===== config.mk =====
export PLATFORM = sky130hd
export DESIGN_NAME = fetch_address_generator
export DESIGN_NICKNAME = d
export VERILOG_FILES = /design/src/rtl/mips_pkg.sv /design/src/rtl/pc_incrementer.sv /design/src/rtl/fetch_address_generator.sv
export SDC_FILE = /design/constraint.sdc
export NUM_CORES = 1
export LEC_CHECK = 0
export ABC_AREA = 1
export ABC_CLOCK_PERIOD_IN_PS = 1900
export BUFFER_PORTS_ARGS = -buffer_cell sky130_fd_sc_hd__buf_2
export CAP_MARGIN = 20
export CORE_ASPECT_RATIO = 1.75
export CORE_MARGIN = 10
export CORE_UTILIZATION = 45
export CTS_CLUSTER_SIZE = 14
export DETAILED_ROUTE_END_ITERATION = 6
export PLACE_DENSITY = 0.85
export SYNTH_ARGS = -nofsm -noshare
export SYNTH_HDL_FRONTEND = slang
export SYNTH_SLANG_ARGS = --single-unit

===== constraint.sdc =====
create_clock -name clk -period 1.9 [get_ports clk]
set_input_delay 0.095 -clock clk [delete_from_list [all_inputs] [get_ports clk]]
set_output_delay 0.095 -clock clk [all_outputs]
set_load 0.01 [all_outputs]

===== src/rtl/mips_pkg.sv =====
// Shared MIPS pipeline definitions: address width, PC increment and reset vector.
package mips_pkg;

  localparam int unsigned ADDR_W      = 32;
  localparam int unsigned INSTR_BYTES = 4;
  localparam logic [ADDR_W-1:0] RESET_ADDR = 32'h0000_0000;

  typedef logic [ADDR_W-1:0] addr_t;

endpackage


===== src/rtl/pc_incrementer.sv =====
// Combinational PC adder: addr + INSTR_BYTES, wrapping modulo 2^ADDR_W.
module pc_incrementer #(
  parameter int unsigned ADDR_W      = mips_pkg::ADDR_W,
  parameter int unsigned INSTR_BYTES = mips_pkg::INSTR_BYTES
) (
  input  logic [ADDR_W-1:0] addr_i,
  output logic [ADDR_W-1:0] addr_o
);

  // Carry out of the top bit is dropped so the PC wraps to zero.
  assign addr_o = addr_i + ADDR_W'(INSTR_BYTES);

endmodule


===== src/rtl/fetch_address_generator.sv =====
// IF-stage fetch address select and next-PC register with miss replay.
// Optional alignment fault flag enabled by defining FAG_ALIGN_CHECK_EN.
module fetch_address_generator #(
  parameter int unsigned ADDR_W      = mips_pkg::ADDR_W,
  parameter int unsigned INSTR_BYTES = mips_pkg::INSTR_BYTES,
  parameter logic [ADDR_W-1:0] RESET_ADDR = ADDR_W'(mips_pkg::RESET_ADDR)
) (
  input  logic              clk,
  input  logic              reset,
  input  logic              hit,
  input  logic              PCSrc,
  input  logic [ADDR_W-1:0] address_branch,
  input  logic [ADDR_W-1:0] address_in,
  output logic [ADDR_W-1:0] instruction_address,
  output logic [ADDR_W-1:0] address_out,
  output logic              misaligned
);

  logic [ADDR_W-1:0] addr_inc;
  logic [ADDR_W-1:0] address_out_d;
  logic [ADDR_W-1:0] address_out_q;

  assign instruction_address = PCSrc ? address_branch : address_in;

  pc_incrementer #(
    .ADDR_W      (ADDR_W),
    .INSTR_BYTES (INSTR_BYTES)
  ) u_pc_incrementer (
    .addr_i (instruction_address),
    .addr_o (addr_inc)
  );

  // A miss replays the same fetch, which also keeps a held branch target.
  assign address_out_d = hit ? addr_inc : instruction_address;

  always_ff @(posedge clk) begin
    if (reset) begin
      address_out_q <= RESET_ADDR;
    end else begin
      address_out_q <= address_out_d;
    end
  end

  assign address_out = address_out_q;

`ifdef FAG_ALIGN_CHECK_EN
  logic misaligned_d;
  logic misaligned_q;

  assign misaligned_d = (instruction_address[1:0] != 2'b00);

  always_ff @(posedge clk) begin
    if (reset) begin
      misaligned_q <= 1'b0;
    end else begin
      misaligned_q <= misaligned_d;
    end
  end

  assign misaligned = misaligned_q;
`else
  assign misaligned = 1'b0;
`endif

endmodule


==> results.json <==
{
  "synth_fa_ha_area_share_pct": 0.518,
  "outcome": "completed",
  "cell_area_after_synthesis_sq_um": 2410,
  "place_area_sq_um": 3070,
  "asyncSetResetFlopFracSynth_pct": 0,
  "hp-start": "reset",
  "dp.final_hpwl_mm": 6.79,
  "die_height_um": 117,
  "grt_pass1_wl_mm": 12.4,
  "drt-total-wl_mm": 8.09,
  "post-place-ws_ns": 0.222,
  "fraction_of_the_core_area_covered_by_cells_at_the_end_of_the_flow_pct": 60.0,
  "number_of_sinks_on_the_clock_net": 32,
  "design.portCount": 133,
  "globalplace.congestion": 0.896,
  "cts_post_setup_buffers_inserted": 0,
  "cts_hold_buffers": 0,
  "setup_ws_ns": 0.497,
  "synth-simple-area-share_pct": 54.8,
  "wl_per_cell_um": 14.1,
  "cts-buffers-inserted": 5,
  "final_design_area_no_fill_sq_um": 3150,
  "antennaDiodeCount": 0,
  "timing.final.crit_share_pct": 73.8,
  "drcViolationCount": 0,
  "synth.net_count": 458,
  "port_buffers": 131,
  "synth.top_cells.by_area": "sky130_fd_sc_hd__dfxtp_1, sky130_fd_sc_hd__nand2_1, sky130_fd_sc_hd__nor2_1, sky130_fd_sc_hd__nand2_2, sky130_fd_sc_hd__inv_1",
  "worst_ir_drop_vdd_mv": 0.308,
  "drt-initial-drc-count": 196,
  "cellPowerDensity_nw_per_um2": 572,
  "hold_depth": 2,
  "largest_register_ffs": 32,
  "crit_path_start_kind": "primary input",
  "grt_overflow_total": 0,
  "muxShareOfSynthArea_pct": 0,
  "critPathMaxFanout": 19,
  "dpl.cell_count": 567,
  "htree_levels": 2,
  "min_delay_worst_endpoint": "address_out[0]",
  "number_of_storage_elements_in_the_synthesis_netlist": 32,
  "netlist_instances": 389,
  "cellLeakagePower_nw": 1.79,
  "synthesized_area_per_cell_sq_um": 6.21,
  "yosysUniqueCellTypes": 31,
  "cp-end-kind": "register",
  "drv_cap": 0,
  "die_area_sq_um": 8810,
  "die_width_um": 75.4,
  "tritoncts": "done",
  "start_util_pct": 46.0,
  "synth-edff-count": 0,
  "setup_violations": 0,
  "synth_compound_gate_area_share_pct": 6.63,
  "required_ns": 2.12,
  "drive_gt1_share_pct": 39.1,
  "grt_util_all_layers_pct": 17.9,
  "cts.root.buffer_cell": "sky130_fd_sc_hd__clkbuf_8",
  "core_area_sq_um": 5260,
  "synthesis.yosys.warnings": 0,
  "timing_hold_violations_final": 0,
  "initial_antenna_violation_count": 0,
  "yosys_most_used_dff": "sky130_fd_sc_hd__dfxtp_1",
  "vias": 2782,
  "synthMostInstantiatedCell": "sky130_fd_sc_hd__nand2_1",
  "vias_in_the_first_global_route": 2711,
  "cts-root-to-sink-buffers": 2,
  "worstPathArrival_ns": 1.63,
  "post-synth-top-area-cell": "sky130_fd_sc_hd__dfxtp_1",
  "drt-vias-per-instance": 4.85,
  "detail_route.first_pass.iterations": 5,
  "critical_path_class": "in -> reg",
  "rows": 35,
  "fin_tns_setup_ns": 0,
  "final_net_count": 588,
  "maximum_number_of_pins_on_one_net_before_global_route_repair": 24,
  "dominant_combinational_cell_family_by_area_after_synthesis": "simple AND/OR/NAND/NOR gates",
  "ys_seq_area_share_pct": 26.5,
  "stdcell_count": 574,
  "min_tclk_post_route_ns": 1.40,
  "antenna_left": 0,
  "hold_class": "in -> reg",
  "postCtsResizedCells": 0,
  "rsz_0062_raised_after_global_routing": "false",
  "netlist_top_cells_count": "sky130_fd_sc_hd__nand2_1, sky130_fd_sc_hd__nor2_1, sky130_fd_sc_hd__inv_1",
  "cts.clk_slew.worst_paths_ns": 0.07,
  "syn_to_final_growth_pct": 30.5,
  "synth_top_area_share_pct": 26.5,
  "yosys.area_share.xor_xnor_pct": 0,
  "clock.fmax_mhz": 713,
  "final_slew_violations": 0
}
-- layout make-up --
class	count	area, sq um
Fill cell	516	2100
Multi-Input combinational cell	302	1500
Timing Repair Buffer	136	706
Sequential cell	32	641
Inverter	42	158
Clock buffer	6	72.6
Tap cell	55	68.8
Clock inverter	1	5.00
-- cells in the final DEF (no fill, tap or decap), types with 2 or more instances in the layout --
cell	n
sky130_fd_sc_hd__nand3b_1	3
sky130_fd_sc_hd__buf_4	4
sky130_fd_sc_hd__o21ai_0	12
sky130_fd_sc_hd__nand3_1	21
sky130_fd_sc_hd__nor2_4	7
sky130_fd_sc_hd__buf_2	131
sky130_fd_sc_hd__nand2_2	28
sky130_fd_sc_hd__a21oi_1	13
sky130_fd_sc_hd__nor2_1	51
sky130_fd_sc_hd__nor3_1	5
sky130_fd_sc_hd__nand4_1	2
sky130_fd_sc_hd__o21ai_2	2
sky130_fd_sc_hd__inv_1	39
sky130_fd_sc_hd__clkbuf_8	5
sky130_fd_sc_hd__dfxtp_1	32
sky130_fd_sc_hd__nand2_1	129
sky130_fd_sc_hd__nand2_4	10
sky130_fd_sc_hd__nor3b_1	2
sky130_fd_sc_hd__nor2_2	7
sky130_fd_sc_hd__inv_2	3
sky130_fd_sc_hd__a31oi_1	2
-- per-stage QoR --
step	hold slack, ns	power (mW)
finish	0.0767	1.80
global route	0.0747	1.90
CTS	0.0696	1.81
detailed placement	0.377	1.32
global placement	0.360	1.31
floorplan	0.164	1.09
-- where the power goes --
| group | switching, mW | leakage, nW | internal (mW) | total, mW |
|---|---|---|---|---|
| sequential | 0.00978 | 0.266 | 0.716 | 0.726 |
| clock | 0.247 | 0.0410 | 0.249 | 0.496 |
| combinational | 0.364 | 1.48 | 0.216 | 0.580 |
-- worst max path at each step --
stage                     start  cells past startpoint  slack [ns]         endpoint
after floorplan           PCSrc                     12        0.42  address_out[30]
after CTS                 PCSrc                     12        0.50  address_out[22]
after global placement    PCSrc                     12        0.27  address_out[22]
after detailed placement  PCSrc                     12        0.22  address_out[22]
final                     PCSrc                     12        0.50  address_out[22]
after global routing      PCSrc                     12        0.27  address_out[22]
-- per-layer routing --
layer / track usage [%] / share of wire (%) / up-vias
li1: - / - / 1446
met1: 16.1 / 34 / 1220
met2: 35.6 / 56 / 99
met3: 4.64 / 7.5 / 17
met4: 6.48 / 2.4 / 0
met5: 0 / 0 / -
-- logic make-up (layout without fill, tap and decap cells) --
logic type	after synthesis	count (layout)
buf+inv	55	185
flops	32	32
compound gates	30	30
simple gates	270	270
other cells	1	1
fa+ha+maj	1	1
-- critical path: stages --
cell and delay, ns:
sky130_fd_sc_hd__buf_2 0.16, sky130_fd_sc_hd__buf_4 0.27, sky130_fd_sc_hd__nand2_1 0.10, sky130_fd_sc_hd__nand2_2 0.13, sky130_fd_sc_hd__nand2_4 0.09, sky130_fd_sc_hd__nor2_2 0.12, sky130_fd_sc_hd__nand2_2 0.10, sky130_fd_sc_hd__nor2_4 0.20
sky130_fd_sc_hd__nand2_1 0.13, sky130_fd_sc_hd__nand2_1 0.08, sky130_fd_sc_hd__nand2_1 0.04, sky130_fd_sc_hd__nor2_1 0.08
Power figures use the tool's default switching activity.
